[config.mk]
export PLATFORM = sky130hd
export DESIGN_NAME = melody_sequencer_flat
export DESIGN_NICKNAME = d
export VERILOG_FILES = /design/src/rtl/melody_sequencer_if.sv /design/src/rtl/melody_sequencer.sv /design/src/flat_wrapper.sv
export SDC_FILE = /design/constraint.sdc
export NUM_CORES = 1
export LEC_CHECK = 0
export CAP_MARGIN = 20
export CORE_UTILIZATION = 65
export DETAILED_ROUTE_END_ITERATION = 16
export PLACE_DENSITY = 0.83
export RECOVER_POWER = 25
export SETUP_SLACK_MARGIN = 0.4
export SYNTH_ARGS = -nofsm -noshare
export SYNTH_HDL_FRONTEND = slang
export SYNTH_SLANG_ARGS = --single-unit
[constraint.sdc]
create_clock -name clk -period 18.77 [get_ports clk]
set_input_delay 3.754 -clock clk [delete_from_list [all_inputs] [get_ports clk]]
set_output_delay 3.754 -clock clk [all_outputs]
set_load 0.005 [all_outputs]
[src/rtl/melody_sequencer_if.sv]
// Host/tone-generator side bundle for melody_sequencer: pattern writes,
// transport controls, and the registered playback outputs.
interface melody_sequencer_if;
  logic       wr_en;
  logic [3:0] wr_addr;
  logic [8:0] wr_data;
  logic       start;
  logic       stop;
  logic       loop;
  logic [3:0] note;
  logic       hush;
  logic       busy;
  logic [3:0] step;
  logic       done;

  modport master (
    output wr_en, wr_addr, wr_data, start, stop, loop,
    input  note, hush, busy, step, done
  );

  modport slave (
    input  wr_en, wr_addr, wr_data, start, stop, loop,
    output note, hush, busy, step, done
  );
endinterface

[src/rtl/melody_sequencer.sv]
// Plays a 16-entry note/rest/duration pattern on the tone generator, with a
// silent articulation gap closing every non-rest step.
module melody_sequencer #(
  parameter int unsigned BEAT_CYCLES = 6_250_000,
  parameter int unsigned GAP_CYCLES  = 500_000
) (
  input logic               clk,
  input logic               rst_n,
  melody_sequencer_if.slave bus
);

  typedef enum logic [1:0] {IDLE, PLAY, GAP, DONE} state_t;

  state_t      state, state_next;
  logic [8:0]  mem [16];
  logic [27:0] cnt, cnt_next;
  logic [3:0]  note_q, note_next;
  logic [3:0]  step_q, step_next;
  logic        hush_q, hush_next;
  logic        busy_q, busy_next;
  logic        done_q, done_next;

  logic [8:0]  cur_entry, nxt_entry, first_entry;
  logic [3:0]  step_inc;
  logic [31:0] cnt_wide, beat_span, play_last, gap_last;
  logic        song_end, restart_ok, advance;

  assign step_inc    = step_q + 4'd1;
  assign cur_entry   = mem[step_q];
  assign nxt_entry   = mem[step_inc];
  assign first_entry = mem[0];

  // Step length is computed at 32 bits so dur*BEAT_CYCLES never truncates.
  assign cnt_wide   = {4'b0, cnt};
  assign beat_span  = 32'(cur_entry[7:4]) * BEAT_CYCLES;
  assign play_last  = cur_entry[8] ? beat_span - 32'd1
                                   : beat_span - GAP_CYCLES - 32'd1;
  assign gap_last   = GAP_CYCLES - 32'd1;
  assign song_end   = (step_q == 4'd15) || (nxt_entry[7:4] == 4'd0);
  assign restart_ok = bus.loop && (first_entry[7:4] != 4'd0);

  always_ff @(posedge clk) begin
    if (bus.wr_en && !busy_q) begin
      mem[bus.wr_addr] <= bus.wr_data;
    end
  end

  always_ff @(posedge clk) begin
    if (!rst_n) begin
      state  <= IDLE;
      cnt    <= '0;
      note_q <= '0;
      step_q <= '0;
      hush_q <= 1'b1;
      busy_q <= 1'b0;
      done_q <= 1'b0;
    end else begin
      state  <= state_next;
      cnt    <= cnt_next;
      note_q <= note_next;
      step_q <= step_next;
      hush_q <= hush_next;
      busy_q <= busy_next;
      done_q <= done_next;
    end
  end

  always_comb begin
    state_next = state;
    cnt_next   = cnt + 28'd1;
    note_next  = note_q;
    step_next  = step_q;
    hush_next  = hush_q;
    advance    = 1'b0;

    case (state)
      IDLE: begin
        hush_next = 1'b1;
        cnt_next  = '0;
        if (bus.start && !bus.stop) begin
          if (first_entry[7:4] == 4'd0) begin
            state_next = DONE;
          end else begin
            state_next = PLAY;
            step_next  = '0;
            note_next  = first_entry[3:0];
            hush_next  = first_entry[8];
          end
        end
      end
      PLAY: begin
        if (cnt_wide == play_last) begin
          if (cur_entry[8]) begin
            advance = 1'b1;
          end else begin
            state_next = GAP;
            hush_next  = 1'b1;
            cnt_next   = '0;
          end
        end
      end
      GAP: begin
        if (cnt_wide == gap_last) begin
          advance = 1'b1;
        end
      end
      DONE: begin
        state_next = IDLE;
        hush_next  = 1'b1;
        cnt_next   = '0;
      end
      default: begin
        state_next = IDLE;
        hush_next  = 1'b1;
        cnt_next   = '0;
      end
    endcase

    // Step transitions reload note/hush from the next entry so outputs stay registered.
    if (advance) begin
      cnt_next = '0;
      if (!song_end) begin
        state_next = PLAY;
        step_next  = step_inc;
        note_next  = nxt_entry[3:0];
        hush_next  = nxt_entry[8];
      end else if (restart_ok) begin
        state_next = PLAY;
        step_next  = '0;
        note_next  = first_entry[3:0];
        hush_next  = first_entry[8];
      end else begin
        state_next = DONE;
        hush_next  = 1'b1;
      end
    end

    if (bus.stop) begin
      state_next = IDLE;
      hush_next  = 1'b1;
      cnt_next   = '0;
    end

    done_next = (state_next == DONE);
    busy_next = (state_next == PLAY) || (state_next == GAP);
  end

  assign bus.note = note_q;
  assign bus.hush = hush_q;
  assign bus.busy = busy_q;
  assign bus.step = step_q;
  assign bus.done = done_q;

endmodule

[src/flat_wrapper.sv]
// flat-port wrapper written by rule: the top's interface ports become plain ports
module melody_sequencer_flat 
#(
  parameter int unsigned BEAT_CYCLES = 6_250_000,
  parameter int unsigned GAP_CYCLES  = 500_000
)
  (clk, rst_n, bus_wr_en, bus_wr_addr, bus_wr_data, bus_start, bus_stop, bus_loop, bus_note, bus_hush, bus_busy, bus_step, bus_done);
  melody_sequencer_if bus_i ();
  input logic clk;
  input logic rst_n;
  input wire logic [$bits(bus_i.wr_en)-1:0] bus_wr_en;
  input wire logic [$bits(bus_i.wr_addr)-1:0] bus_wr_addr;
  input wire logic [$bits(bus_i.wr_data)-1:0] bus_wr_data;
  input wire logic [$bits(bus_i.start)-1:0] bus_start;
  input wire logic [$bits(bus_i.stop)-1:0] bus_stop;
  input wire logic [$bits(bus_i.loop)-1:0] bus_loop;
  output wire logic [$bits(bus_i.note)-1:0] bus_note;
  output wire logic [$bits(bus_i.hush)-1:0] bus_hush;
  output wire logic [$bits(bus_i.busy)-1:0] bus_busy;
  output wire logic [$bits(bus_i.step)-1:0] bus_step;
  output wire logic [$bits(bus_i.done)-1:0] bus_done;
  assign bus_i.wr_en = bus_wr_en;
  assign bus_i.wr_addr = bus_wr_addr;
  assign bus_i.wr_data = bus_wr_data;
  assign bus_i.start = bus_start;
  assign bus_i.stop = bus_stop;
  assign bus_i.loop = bus_loop;
  assign bus_note = bus_i.note;
  assign bus_hush = bus_i.hush;
  assign bus_busy = bus_i.busy;
  assign bus_step = bus_i.step;
  assign bus_done = bus_i.done;
  melody_sequencer #(.BEAT_CYCLES(BEAT_CYCLES), .GAP_CYCLES(GAP_CYCLES)) u_core (.clk(clk), .rst_n(rst_n), .bus(bus_i));
endmodule
* Yosys cells after proc, flatten, opt, wreduce, memory -nomap -nowiden
Memory sizes are Yosys's and may differ from the RTL's. A register that Yosys moved wholly into a read port is not among the register bits.
Index checks and enable logic that the tools add are counted.
** Cells by class
- Bitwise logic cells :: 1
- Equality and inequality tests :: 11
- Multiply operators :: 1
- Multiplexer cells :: 40
- Reductions and logical operators :: 16
- Add/sub/neg operators :: 5
** Operator list (number)
- $mux W28 :: 2
- $pmux W28 S2 :: 1
- $mux W4 :: 13
- $eq A28 B32 Y1 :: 1
- $mux W32 :: 1
- $sub A32 B1 Y32 const B :: 1
- $add A28 B1 Y28 const B :: 1
- $eq A28 B19 Y1 const B :: 1
- $sub A27 B1 Y28 const B :: 1
- $sub A27 B19 Y28 const B :: 1
- $mul A4 B19 Y23 const B :: 1
- $mux W2 :: 8
- $mux W1 :: 12
- $eq A2 B2 Y1 const B :: 4
- $logic_not A4 Y1 :: 2
- $reduce_bool A4 Y1 :: 2
- $pmux W2 S3 :: 1
- $add A4 B1 Y4 const B :: 1
- $eq A2 B1 Y1 const B :: 2
- $eq A4 B4 Y1 const B :: 1
- $reduce_or A2 Y1 :: 2
- $logic_and A1 B1 Y1 :: 3
- $ne A3 B1 Y1 const B :: 1
- $ne A3 B3 Y1 const B :: 1
- 8 further kinds :: 10
** Storage, ports and cells
- Output and inout port bits :: 11
- Memories kept :: 1
- Input bits :: 19
- RAM bits :: 144
- Bits in registers :: 41
- Logic and storage cells :: 82
** Memories
- u_core.mem :: depth 16, width 9, rd ports 3, clocked after memory_dff 1, wr ports 1, RTL line melody_sequencer.sv:15 : logic [8:0] mem [16];

* Longest topological paths before layout
Gate-level depths: netlist (run 1).
- Depth after elaboration :: 11
- Depth in mapped cells :: 30
- Mapped depth without buffers :: 25

* Least setup slack after synthesis (run 1)
OpenSTA, ideal clock, no wires.
- Path kind :: register to register
- Start :: register u_core.step_q[0] (netlist: u_core.bus.step[0])
- End :: register u_core.busy_q (netlist: u_core.bus.busy)
- Setup slack :: 11.338 ns
- Cell stages (with the launch flop) :: 26
- Buffers on the path :: 3
- Data required time :: 18.655 ns
- Arrival :: 7.317 ns
- Period minus slack after synthesis :: 7.432 ns
- Setup time :: 0.115 ns
- Cell sequence :: dfxtp_1 -> buf_4 -> buf_8 -> buf_2 -> mux4_2 -> nor2b_1 -> a211oi_1 -> a21oi_1 -> fa_1 -> inv_1 -> fa_1 -> fa_1 -> or3b_2 -> nor3_1 -> a21bo_2 -> nor4_2 -> nand3_1 -> a2111oi_0 -> xnor2_1 -> nand4_1 -> nor4_4 -> a31oi_2 -> o32ai_1 -> a21oi_1 -> ha_1 -> and2_1
** On the way
- Longest elaborated chain between the ends :: 9
- Elaborated cells between the ends (all ways) :: 11
- Those cells by class :: add/sub: 1; eq/ne: 3; mux: 3; reduce/logical: 3; memory: 1
** Ends and longest elaborated chain
- start: declaration :: RTL line melody_sequencer.sv:18 : logic [3:0] step_q, step_next;
- start signal: assignment :: RTL line melody_sequencer.sv:61 : step_q <= step_next;
- $add A4 B1 Y4 :: RTL line melody_sequencer.sv:28 : assign step_inc = step_q + 4'd1;
- $mem_v2 Z16 W9
- $logic_not A4 Y1 :: RTL line melody_sequencer.sv:39 : assign song_end = (step_q == 4'd15) || (nxt_entry[7:4] == 4'd0);
- $logic_or A1 B1 Y1 (*) :: RTL line melody_sequencer.sv:39
- $mux W2 (*) :: RTL line melody_sequencer.sv:122 : if (!song_end) begin
- $mux W2 (*) :: RTL line melody_sequencer.sv:120 : if (advance) begin
- $mux W2 (*) :: RTL line melody_sequencer.sv:138 : if (bus.stop) begin
- net u_core.state_next[0] :: RTL line melody_sequencer.sv:14 : state_t state, state_next;
- $eq A2 B1 Y1 / $eq A2 B2 Y1 (equally long branches) :: RTL line melody_sequencer.sv:145 : busy_next = (state_next == PLAY) || (state_next == GAP);
- $logic_or A1 B1 Y1 (*) :: RTL line melody_sequencer.sv:145
- net u_core.busy_next :: RTL line melody_sequencer.sv:20 : logic busy_q, busy_next;
- end signal: assignment :: RTL line melody_sequencer.sv:63 : busy_q <= busy_next;
- end: declaration :: RTL line melody_sequencer.sv:20
The timed path passes the listed nets; every way through them passes the cells marked *.
A chain may end at the register's enable or synchronous reset.

==> results by group, run 1 <==
Status
  – Status: completed

Drt
  – Residual antenna-violating net count after detailed routing: 0
  – Drt total wl: 30,350 microns
  – Post-route DRC: 0
  – Average routed wire per standard cell: 23.93 microns
  – Pre-antenna DRT Iters: 6
  – Via Count: 8,954
  – 1st-iter DRT viols: 1,106
  – Via-to-Cell Ratio: 7.062

CTS
  – Resize count post-CTS: 0
  – Clk slew on worst S/H paths: around 80 ps
  – Clk sinks: 185
  – Root buffer cell: clkbuf_16
  – CTS tree: done
  – H-tree depth: 4
  – Hold_buf cts: 0
  – Postcts setup bufs: 0
  – Skew-Pair Late Insertion Delay: 450 ps
  – CTS Buffer Depth: 2
  – CTS Buf Count: 17

Yosys
  – Net Count, Synth: roughly 1,100
  – Cell Area, Synth: 11,540 sq um
  – Area share of the largest cell type after synthesis: 37.48%
  – Synthesized area per cell: 11.30 sq um
  – Asr flop ratio synth: 0%
  – Post-synth top area cell: edfxtp_1
  – Register bit count reported by yosys: 185
  – Top post-synthesis cells by area: edfxtp_1 37%, mux4_2 7.2%, dfxtp_1 7.1%
  – Cell variety after synth: 89
  – Post-synth EDFFs: 144
  – Gate Count Post-Synth: 1,021
  – YS warnings: 0
  – Post-synth top flop: edfxtp_1
  – Seq/Total Area, Yosys: 44.59%

Floorplan
  – Die height: ~140 microns
  – Core box area: 17,300 sq um
  – Ports: 30
  – Starting density of the core: 66.71%
  – Die width: 135.2 microns
  – Rows: 48
  – Die area: 18,290 sq um

Critical path
  – Slowest CP cell: o22ai_4
  – Critical Path Source Type: flip-flop
  – CP Capture Type: flip-flop
  – Largest fanout on the critical path: 28
  – Crit path required time: about 19,000 ps
  – Crit path from: u_core.bus.step[1]
  – Crit path DAT: 8570 ps
  – Critical path class: flip-flop to flip-flop
  – R2R Path Start: u_core.bus.step[1]
  – Crit-path cells: buf_4 -> mux4_2 -> nor3_1 -> a211o_1 -> inv_1 -> fa_1 -> inv_1 -> fa_1 -> fa_1 -> nand2b_1 -> a211oi_2 -> o22ai_1 -> o31ai_1 -> o211ai_1 -> nor3_1 -> xnor2_1 -> nor4b_2 -> a211oi_2 -> xnor2_1 -> a31oi_4 -> o22ai_4 -> nor3_1
  – CP peak stage delay: between 800 and 900 ps

Hold path
  – Hold crit path type: flip-flop to flip-flop
  – Hold Crit Start: u_core.cnt[0]

Layout
  – Area Overhead vs Synth: 8.979%
  – Layout fillers: between 1,000 and 1,500
  – Final Net Count: 1,097
  – Layout cells sized above 1: 13.23%
  – Design area: 12,570 sq um
  – Diodes inserted: 0

STA
  – Fin. Hold Viols: 0
  – Setup TNS: 0 ps
  – Slew Limit Fails: 0
  – Final Cycle Share: 44.08%
  – Post-route minimum period: 8273 ps
  – Final Skew: 14.66 ps
  – RSZ-0062 raised after global routing: no
  – Setup Viol. Count Final: 0
  – Slew Limit Headroom: 25.68%
  – Worst-Margin Slew: 1110 ps
  – Max frequency: 120.9 MHz

Power
  – IR Drop Worst-Case VDD: around 0.092 mV
  – Static Leakage: around 4 nW
  – Pwr dens: slightly above 70 nW/um^2

Global routing
  – Largest net degree at the start of global routing: 32
  – Grt ovf: 0
  – Vias in the first global route: 8,705
  – First-pass GRT wire length: 47,820 microns
  – Total track usage: 34.79%
  – Initial antenna violation count: 0

Placed design
  – Dpl cell area: 11,950 sq um
  – Final Wtd Congestion: 0.9859
  – Port Buffer Count: 29
  – Hpwl dp: roughly 21,000 microns

Flow run
  – Max Cap Viol: 0
[state kept, by name, summed over array words and instances, names as in the netlist]
| signal | cells |
|---|---|
| u_core.bus.busy | 1 |
| u_core.bus.done | 1 |
| u_core.state | 2 |
| u_core.cnt | 28 |
| u_core.mem | 144 |
| u_core.bus.hush | 1 |
| u_core.bus.step | 4 |
| u_core.bus.note | 4 |
[layout by cell type (no fill, tap or decap), drive strengths merged, types with 17 or more instances in the layout]
cell type,instances
nor2,56
clkdlybuf4s50,23
clkbuf,17
xnor2,54
inv,38
nand3,32
mux4,37
nor3,64
o21ai,24
ha,40
xor2,31
dfxtp,41
edfxtp,144
a21oi,41
mux2i,32
nor4,23
nand2,70
[kinds of logic (layout without fill, tap and decap cells)]
| logic type | count (synthesis) | in the layout | synth area share [%] |
|---|---|---|---|
| mux | 71 | 71 | 10.19 |
| compound gates | 202 | 202 | 12.96 |
| simple gates | 348 | 348 | 16.82 |
| buf+inv | 82 | 104 | 3.264 |
| flops | 185 | 185 | 44.59 |
| fa+ha+maj | 48 | 48 | 5.725 |
| xor+xnor | 85 | 85 | 6.452 |
[worst paths after layout]
kind | end | slack (ps) | cells past startpoint
max | u_core.cnt[22] | 10500 | 22
min | u_core.cnt[0] | 480 | 1
max reg2reg | u_core.cnt[22] | 10500 | 22
min reg2reg | u_core.cnt[0] | 480 | 1
[power by group]
part	leakage, nW	switching (mW)	internal, mW	total (mW)
registers	1.63	0.00233	0.445	0.447
logic	2.05	0.0523	0.0280	0.0803
clock network	0.303	0.189	0.185	0.374
[metrics by stage]
step	cells	worst slack (ps)	utilization [%]	total power, mW	hold slack, ps
floorplan	1021	11340	-	0.5089	432.1
global placement	1236	10760	69.06	0.5333	454.9
detailed placement	1236	10610	69.06	0.5347	458.0
CTS	1268	10570	72.70	0.9016	477.8
global route	1268	9829	72.70	0.9250	498.6
finish	1268	10500	72.70	0.9020	482.5
[metal layers]
layer	part of all wire [%]	routed length, microns	GRT usage, %
met2	50	15200	59.03
met3	7.6	2307	6.322
met5	0	0	0
met1	38	11650	43.24
met4	3.9	1188	16.17
[cell usage after synthesis, drive strengths merged, types with 11 or more instances]
master,count
nand2b,11
clkbuf,32
o211ai,14
nand3,32
ha,40
nor3,64
nor4,23
dfxtp,41
buf,20
and2,14
xor2,31
a31oi,13
edfxtp,144
xnor2,54
mux2i,32
a21oi,41
mux4,37
inv,30
nor2,56
nand2,70
nand4,14
o21ai,24
a211oi,14
[layout make-up]
| class | instances | area, sq um | share of cell area (%) |
|---|---|---|---|
| Clock buffer | 17 | 425.4 | 3.383 |
| Clock inverter | 15 | 203.9 | 1.622 |
| Inverter | 30 | 112.6 | 0.8955 |
| Multi-Input combinational cell | 754 | 6017 | 47.85 |
| Sequential cell | 185 | 5146 | 40.93 |
| Tap cell | 225 | 281.5 | 2.239 |
| Timing Repair Buffer | 42 | 387.9 | 3.085 |
[worst max-delay path: cells and delay by family (launching register included)]
kind            cells  cell delay (ps)
flops               1              310
fa+ha+maj           3             1640
mux                 1              580
buf+inv             3              580
xor+xnor            2              770
simple gates        5             1250
compound gates      8             2950
No activity file was read; power rests on OpenSTA's default activity.
==> inputs of run 2 (changes only) <==
--- a/config.mk
+++ b/config.mk
@@ -6,9 +6,9 @@
 export NUM_CORES = 1
 export LEC_CHECK = 0
 export CAP_MARGIN = 20
-export CORE_UTILIZATION = 65
+export CORE_UTILIZATION = 63
 export DETAILED_ROUTE_END_ITERATION = 16
-export PLACE_DENSITY = 0.83
+export PLACE_DENSITY = 0.81
 export RECOVER_POWER = 25
 export SETUP_SLACK_MARGIN = 0.4
 export SYNTH_ARGS = -nofsm -noshare
==> constraint.sdc (replaced) <==
create_clock -name clk -period 8.3 [get_ports clk]
set_input_delay 1.66 -clock clk [delete_from_list [all_inputs] [get_ports clk]]
set_output_delay 1.66 -clock clk [all_outputs]
set_load 0.005 [all_outputs]
==> run 2 against run 1 <==
  * Count of clock-buffer cells in the layout stayed put
  * Combinational power is 140% higher
  * Via count rose by 1.2%
  * Non-clock buffer count up 9
  * Cell count increased by 1.1%
  * Clock skew up 4.4 ps
  * Cell area up 1.7%
  * Maximum frequency grew 9.2%
  * Register-to-register slack lost 9800 ps
  * Hold slack got worse by 8.4 ps
  * Sequential power increased by 130%
  * Highest routed layer unchanged
==> results by group, run 2 (synthesis gave the netlist of run 1 again) <==
Status
  – Status: completed (unchanged)

STA
  – Final hold slack: 474.0 ps (was 482.5 ps)
  – Max frequency: 132.0 MHz (was 120.9 MHz)
  – Fin. Hold Viols: 0 (unchanged)
  – Worst-Margin Slew: 1106 ps (was 1110 ps)
  – Setup TNS: 0 ps (unchanged)
  – Post-route minimum period: 7578 ps (was 8273 ps)
  – Final Cycle Share: 91.30% (was 44.08%)
  – Setup Viol. Count Final: 0 (unchanged)
  – Slew Limit Fails: 0 (unchanged)
  – Final Skew: 19.11 ps (was 14.66 ps)
  – RSZ-0062 raised after global routing: no (unchanged)
  – Slew Limit Headroom: 26.00% (was 25.68%)

CTS
  – Root buffer cell: clkbuf_16 (unchanged)
  – CTS tree: done (unchanged)
  – Clk sinks: 185 (unchanged)
  – Skew-Pair Late Insertion Delay: 450 ps (about the same)
  – CTS Buf Count: 17 (unchanged)
  – CTS Buffer Depth: 2 (unchanged)
  – H-tree depth: 4 (unchanged)
  – Clk slew on worst S/H paths: 80 ps (about the same)

Placed design
  – Port Buffer Count: 29 (unchanged)
  – Hpwl dp: 21,110 microns (was 21,410 microns)
  – Final Wtd Congestion: 0.9562 (was 0.9859)

Hold path
  – Hold crit path type: flip-flop to flip-flop (unchanged)

Critical path
  – Critical path class: flip-flop to flip-flop (unchanged)
  – Worst reg2reg endpoint: u_core.bus.busy (was u_core.cnt[22])
  – R2R Path Start: u_core.bus.step[0] (was u_core.bus.step[1])
  – Crit path DAT: 7920 ps (was 8570 ps)
  – R2r worst-path depth: 23 (was 22)
  – Crit path required time: 8640 ps (was 19,060 ps)
  – Critical Path Source Type: flip-flop (unchanged)
  – Worst reg-to-reg setup slack: 720 ps (was 10,500 ps)
  – Setup crit end: u_core.bus.busy (was u_core.cnt[22])
  – CP Capture Type: flip-flop (unchanged)
  – Largest fanout on the critical path: 18 (was 28)
  – Crit path from: u_core.bus.step[0] (was u_core.bus.step[1])

Global routing
  – Initial antenna violation count: 1 (was 0)
  – Vias in the first global route: 8,483 (was 8,705)
  – Grt ovf: 0 (unchanged)
  – Largest net degree at the start of global routing: 33 (was 32)
  – Met2 GRT Util: 55.64% (was 59.03%)
  – Met3 GRT Util: 5.482% (was 6.322%)
  – First-pass GRT wire length: 47,150 microns (was 47,820 microns)
  – Total track usage: 33.74% (was 34.79%)
  – Busiest layer in global routing: met2 (unchanged)
  – GR Layer Usage met1: 42.91% (was 43.24%)

Layout
  – Largest registers: u_core.mem: 144 flops, u_core.cnt: 28 flops (unchanged)
  – Top register by number of flip-flops: u_core.mem (unchanged)
  – Commonest non-fill, non-tap cells in the layout: 144 x edfxtp_1, 67 x nand2_1, 55 x nor2_1 (was 144 x edfxtp_1, 69 x nand2_1, 55 x nor2_1)
  – Most common cell after layout, fill and taps aside: edfxtp_1 (unchanged)
  – Area Overhead vs Synth: 10.78% (was 8.979%)
  – Layout cells sized above 1: 15.97% (was 13.23%)
  – Final Net Count: 1,106 (was 1,097)
  – Max FFs per register: 144 (unchanged)

Floorplan
  – Starting density of the core: 64.23% (was 66.71%)
  – Core box area: 17,960 sq um (was 17,300 sq um)
  – Ports: 30 (unchanged)
  – Die width: 137.3 microns (was 135.2 microns)
  – Die height: 137.3 microns (was 135.2 microns)
  – Rows: 49 (was 48)
  – Die area: 18,860 sq um (was 18,290 sq um)

Power
  – Static Leakage: 4.048 nW (was 3.981 nW)
  – Clock power frac: 42.3% (was 41.5%)
  – Switching Power: 583.9 uW (was 244.1 uW)
  – Internal: 1.498 mW (was 657.8 uW)
  – Pwr dens: 162.9 nW/um^2 (was 71.73 nW/um^2)
  – Sw frac: 28.04% (was 27.06%)
  – Combinational power share: 9.1% (was 8.9%)
  – IR Drop Worst-Case VDD: 0.2174 mV (was 0.09212 mV)
  – Post-route total power: 2.082 mW (was 902.0 uW)
  – Part of the power in registers: 48.6% (was 49.6%)

Drt
  – Via Count: 9,063 (was 8,954)
  – Residual antenna-violating net count after detailed routing: 0 (unchanged)
  – 1st-iter DRT viols: 1,002 (was 1,106)
  – Via-to-Cell Ratio: 7.069 (was 7.062)
  – Pre-antenna DRT Iters: 5 (was 6)
  – Drt total wl: 31,870 microns (was 30,350 microns)
  – Post-route DRC: 0 (unchanged)
  – Average routed wire per standard cell: 24.86 microns (was 23.93 microns)

Flow run
  – Max Cap Viol: 0 (unchanged)
## run 2: how the worst min path moves through the flow
stage	startpoint	to	slack (ps)	cells past startpoint
after floorplan	u_core.cnt[0]	u_core.cnt[0]	430	1
after global placement	u_core.cnt[0]	u_core.cnt[0]	460	1
after detailed placement	u_core.cnt[0]	u_core.cnt[0]	450	1
after CTS	u_core.cnt[0]	u_core.cnt[0]	470	1
after global routing	u_core.cnt[0]	u_core.cnt[0]	500	1
final	u_core.cnt[0]	u_core.cnt[0]	470	1
## run 2: timing repair
item	CTS	global route
setup endpoints to repair	34	41
hold endpoints to repair	0	0
hold buffers	0	0
setup buffers	0	3
pin swaps	0	3
resized for setup	3	25
## run 2: layer usage
| metal | part of all wire, % | vias to the layer above |
|---|---|---|
| met5 | 0 | - |
| met4 | 4.2 | 0 |
| met3 | 8.2 | 110 |
| met2 | 50 | 595 |
| met1 | 38 | 4367 |
| li1 | - | 3991 |
## run 2: metrics by stage
stage | setup slack, ps | cells | util (%) | area (sq um)
final | 722.1 | 1282 | 71.16 | 12780
after global routing | 385.7 | 1282 | 71.16 | 12780
after CTS | 414.2 | 1277 | 70.33 | 12630
after detailed placement | 208.4 | 1245 | 66.76 | 11990
after global placement | 323.1 | 1245 | 66.76 | 11990
after floorplan | 868.3 | 1021 | - | 11540
## run 2: area by class of cell
class / instances / area, sq um
Clock buffer: 17 / 425.4
Timing Repair Buffer: 51 / 459.2
Tap cell: 229 / 286.5
Inverter: 30 / 112.6
Fill cell: 1241 / 5181
Sequential cell: 185 / 5155
Antenna cell: 1 / 2.502
Clock inverter: 15 / 211.5
Multi-Input combinational cell: 754 / 6130
## run 2: critical path, cell delays in order (launching register included)
cell and delay (ps):
dfxtp_2 420, buf_6 230, mux4_2 520, a211o_2 420
inv_1 160, fa_2 520, inv_1 90, fa_1 450
fa_1 500, nand2b_1 200, a21oi_1 260, xnor2_1 410
and3_1 380, nand3_1 190, o21ai_1 260, mux2_2 380
a311oi_1 300, a21oi_1 230, nor4_4 450, a31oi_2 210
o32ai_1 320, a21oi_1 120, ha_1 300, and2_1 150
## run 2: power by group through the flow
stage / registers, mW / logic (mW) / clock network [mW]
CTS: 1.01 / 0.178 / 0.870
detailed placement: 1.03 / 0.176 / 0
global placement: 1.03 / 0.175 / 0
floorplan: 1.03 / 0.120 / 0
finish: 1.01 / 0.190 / 0.881
global route: 1.01 / 0.203 / 0.913
==> inputs of run 3 (changes only) <==
--- a/config.mk
+++ b/config.mk
@@ -6,9 +6,11 @@
 export NUM_CORES = 1
 export LEC_CHECK = 0
 export CAP_MARGIN = 20
-export CORE_UTILIZATION = 63
+export CELL_PAD_IN_SITES_DETAIL_PLACEMENT = 2
+export CELL_PAD_IN_SITES_GLOBAL_PLACEMENT = 2
+export CORE_UTILIZATION = 43
 export DETAILED_ROUTE_END_ITERATION = 16
-export PLACE_DENSITY = 0.81
+export PLACE_DENSITY_LB_ADDON = 0.1
 export RECOVER_POWER = 25
 export SETUP_SLACK_MARGIN = 0.4
 export SYNTH_ARGS = -nofsm -noshare
==> run 3 against run 2 <==
  * Hold slack improved by 4.4 ps
  * Sequential cell count unchanged
  * Routed wire length increased by 28%
  * Die area increased by 46%
  * Maximum frequency about the same
==> results by group, run 3 (synthesis gave the netlist of run 1 again) <==
Layout
  – Layout cells sized above 1: 17.37% (was 15.97%)
  – Layout fillers: 2,559 (was 1,241)
  – Area of the multi-input gates: 6172 sq um (was 6130 sq um)
  – Most common cell after layout, fill and taps aside: edfxtp_1 (unchanged)
  – Final Net Count: 1,113 (was 1,106)
  – Commonest non-fill, non-tap cells in the layout: 144 x edfxtp_1, 66 x nand2_1, 54 x nor2_1 (was 144 x edfxtp_1, 67 x nand2_1, 55 x nor2_1)
  – Design area: 13,040 sq um (was 12,780 sq um)
  – Diodes inserted: 0 (was 1)
  – FF/Latch Area: 5150 sq um (was 5155 sq um)
  – Largest registers: u_core.mem: 144 flops, u_core.cnt: 28 flops (unchanged)
  – Top register by number of flip-flops: u_core.mem (unchanged)
  – Area Overhead vs Synth: 12.99% (was 10.78%)
  – Fin cells: 1,394 (was 1,282)
  – Max FFs per register: 144 (unchanged)

STA
  – Fin. Hold Viols: 0 (unchanged)
  – Final Skew: 16.63 ps (was 19.11 ps)
  – Slew Limit Headroom: 21.98% (was 26.00%)
  – Setup TNS: 0 ps (unchanged)
  – Post-route minimum period: 7582 ps (was 7578 ps)
  – Slew Limit Fails: 0 (unchanged)
  – Worst-Margin Slew: 1166 ps (was 1106 ps)
  – Final Cycle Share: 91.35% (was 91.30%)
  – Max frequency: 131.9 MHz (was 132.0 MHz)
  – Setup Viol. Count Final: 0 (unchanged)
  – RSZ-0062 raised after global routing: no (unchanged)

Critical path
  – R2r worst-path depth: 25 (was 23)
  – Critical path class: flip-flop to flip-flop (unchanged)
  – Worst reg-to-reg setup slack: 720 ps (about the same)
  – Crit path DAT: 7930 ps (was 7920 ps)
  – R2R Path Start: u_core.bus.step[0] (unchanged)
  – Critical Path Source Type: flip-flop (unchanged)
  – Worst reg2reg endpoint: u_core.bus.busy (unchanged)
  – Largest fanout on the critical path: 9 (was 18)
  – Crit path required time: 8650 ps (was 8640 ps)
  – CP Capture Type: flip-flop (unchanged)

Status
  – Status: completed (unchanged)

Drt
  – Pre-antenna DRT Iters: 5 (unchanged)
  – Post-route DRC: 0 (unchanged)
  – Drt total wl: 40,880 microns (was 31,870 microns)
  – Via-to-Cell Ratio: 6.499 (was 7.069)
  – Residual antenna-violating net count after detailed routing: 0 (unchanged)
  – 1st-iter DRT viols: 738 (was 1,002)
  – Via Count: 9,059 (was 9,063)
  – Average routed wire per standard cell: 29.33 microns (was 24.86 microns)

Flow run
  – Max Cap Viol: 0 (unchanged)

Global routing
  – Initial antenna violation count: 1 (unchanged)
  – Vias in the first global route: 9,740 (was 8,483)
  – Grt ovf: 0 (unchanged)
  – Largest net degree at the start of global routing: 33 (unchanged)
  – First-pass GRT wire length: 62,690 microns (was 47,150 microns)
  – Total track usage: 30.44% (was 33.74%)

Power
  – Static Leakage: 4.115 nW (was 4.048 nW)
  – Post-route total power: 2.112 mW (was 2.082 mW)
  – Combinational power share: 9.6% (was 9.1%)
  – Part of the power in registers: 48.0% (was 48.6%)
  – Switching Power: 613.8 uW (was 583.9 uW)
  – IR Drop Worst-Case VDD: 0.1223 mV (was 0.2174 mV)
  – Internal: 1.498 mW (about the same)
  – Sw frac: 29.07% (was 28.04%)
  – Clock power frac: 42.4% (was 42.3%)
  – Pwr dens: 162.0 nW/um^2 (was 162.9 nW/um^2)

Hold path
  – Hold Crit Start: u_core.cnt[0] (unchanged)
  – Hold crit path type: flip-flop to flip-flop (unchanged)
  – Hold endpoint: u_core.cnt[0] (unchanged)
  – Hold Path Stages: 1 (unchanged)

Floorplan
  – Starting density of the core: 44.03% (was 64.23%)
  – Die height: 165.8 microns (was 137.3 microns)
  – Core box area: 26,210 sq um (was 17,960 sq um)
  – Die width: 165.8 microns (was 137.3 microns)
  – Die area: 27,490 sq um (was 18,860 sq um)
  – Ports: 30 (unchanged)
  – Rows: 59 (was 49)

CTS
  – CTS Buf Count: 17 (unchanged)
  – CTS tree: done (unchanged)
  – Root buffer cell: clkbuf_16 (unchanged)
  – H-tree depth: 4 (unchanged)
  – Hold_buf cts: 0 (unchanged)
  – Skew-Pair Late Insertion Delay: 460 ps (was 450 ps)
  – CTS Buffer Depth: 2 (unchanged)
  – Clk slew on worst S/H paths: 90 ps (was 80 ps)
  – Clk sinks: 185 (unchanged)

Placed design
  – Dpl cell area: 12,180 sq um (was 11,990 sq um)
  – Hpwl dp: 28,940 microns (was 21,110 microns)
  – Placed Cells: 1,355 (was 1,245)
  – Final Wtd Congestion: 0.8385 (was 0.9562)
  – Port Buffer Count: 29 (unchanged)
## run 3: cell count changes in the layout (fill, tap and decap cells not counted), sizes merged
cell	delta
inv	-3
clkbuf	+1
clkdlybuf4s50	-1
buf	+6
dlygate4sd3	+1
clkinv	+3
diode	-1
## run 3: final cells by class
class	instances	area share, %
inverters	30	0.8637
flip-flops and latches	185	39.50
multi-input cells	754	47.34
clock inverters	15	1.593
repair buffers	58	4.223
clock buffers	17	3.263
well taps	335	3.215
## run 3: metrics by stage
step / utilization [%] / setup slack [ps] / hold slack, ps
2_1_floorplan: - / 868.3 / 432.1
3_3_place_gp: 46.34 / 417.3 / 454.5
3_5_place_dp: 46.46 / 240.7 / 460.7
4_1_cts: 49.08 / 408.8 / 485.1
5_1_grt: 49.75 / 434.0 / 505.0
6_report: 49.75 / 718.4 / 478.4
## run 3: power by group through the flow
stage / logic [mW] / clock network (mW) / registers (mW)
floorplan: 0.120 / 0 / 1.03
global placement: 0.185 / 0 / 1.03
detailed placement: 0.190 / 0 / 1.03
CTS: 0.195 / 0.907 / 1.01
global route: 0.218 / 0.931 / 1.01
finish: 0.203 / 0.896 / 1.01
## run 3: how the worst max path moves through the flow
stage	from	endpoint	cells past startpoint
2_1_floorplan	u_core.bus.step[0]	u_core.bus.busy	25
3_3_place_gp	u_core.bus.step[0]	u_core.bus.busy	24
3_5_place_dp	u_core.bus.step[0]	u_core.bus.busy	24
4_1_cts	u_core.bus.step[0]	u_core.bus.busy	24
5_1_grt	u_core.bus.step[0]	u_core.bus.busy	23
6_report	u_core.bus.step[0]	u_core.bus.busy	25
## run 3: timing repair
action | CTS | global route
setup buffers | 0 | 2
setup endpoints to repair | 32 | 41
pin swaps | 1 | 2
resized for setup | 11 | 26
## run 3: worst max-delay path, cell delays in order, from the launching register on
cell      delay [ps]
dfxtp_4          450
mux4_2           510
nor2b_1          160
a211oi_1         360
a21oi_2          170
fa_2             650
inv_1             70
fa_1             530
inv_1             80
ha_1             340
a211oi_4          90
o31a_1           380
buf_4            160
nor3_2           200
nor2_1           180
or4_4            610
o31a_1           290
a221oi_2         390
a311oi_1         170
a211oi_2         280
xnor2_2          250
a31o_2           300
nand2_1          180
a21oi_1          240
ha_1             240
and2_1           150
## run 3: routing by layer
layer | share of wire, % | global-route usage (%)
met5 | 0 | 0
met4 | 3.4 | 12.19
met3 | 4.5 | 4.528
met2 | 51 | 52.34
met1 | 41 | 38.63
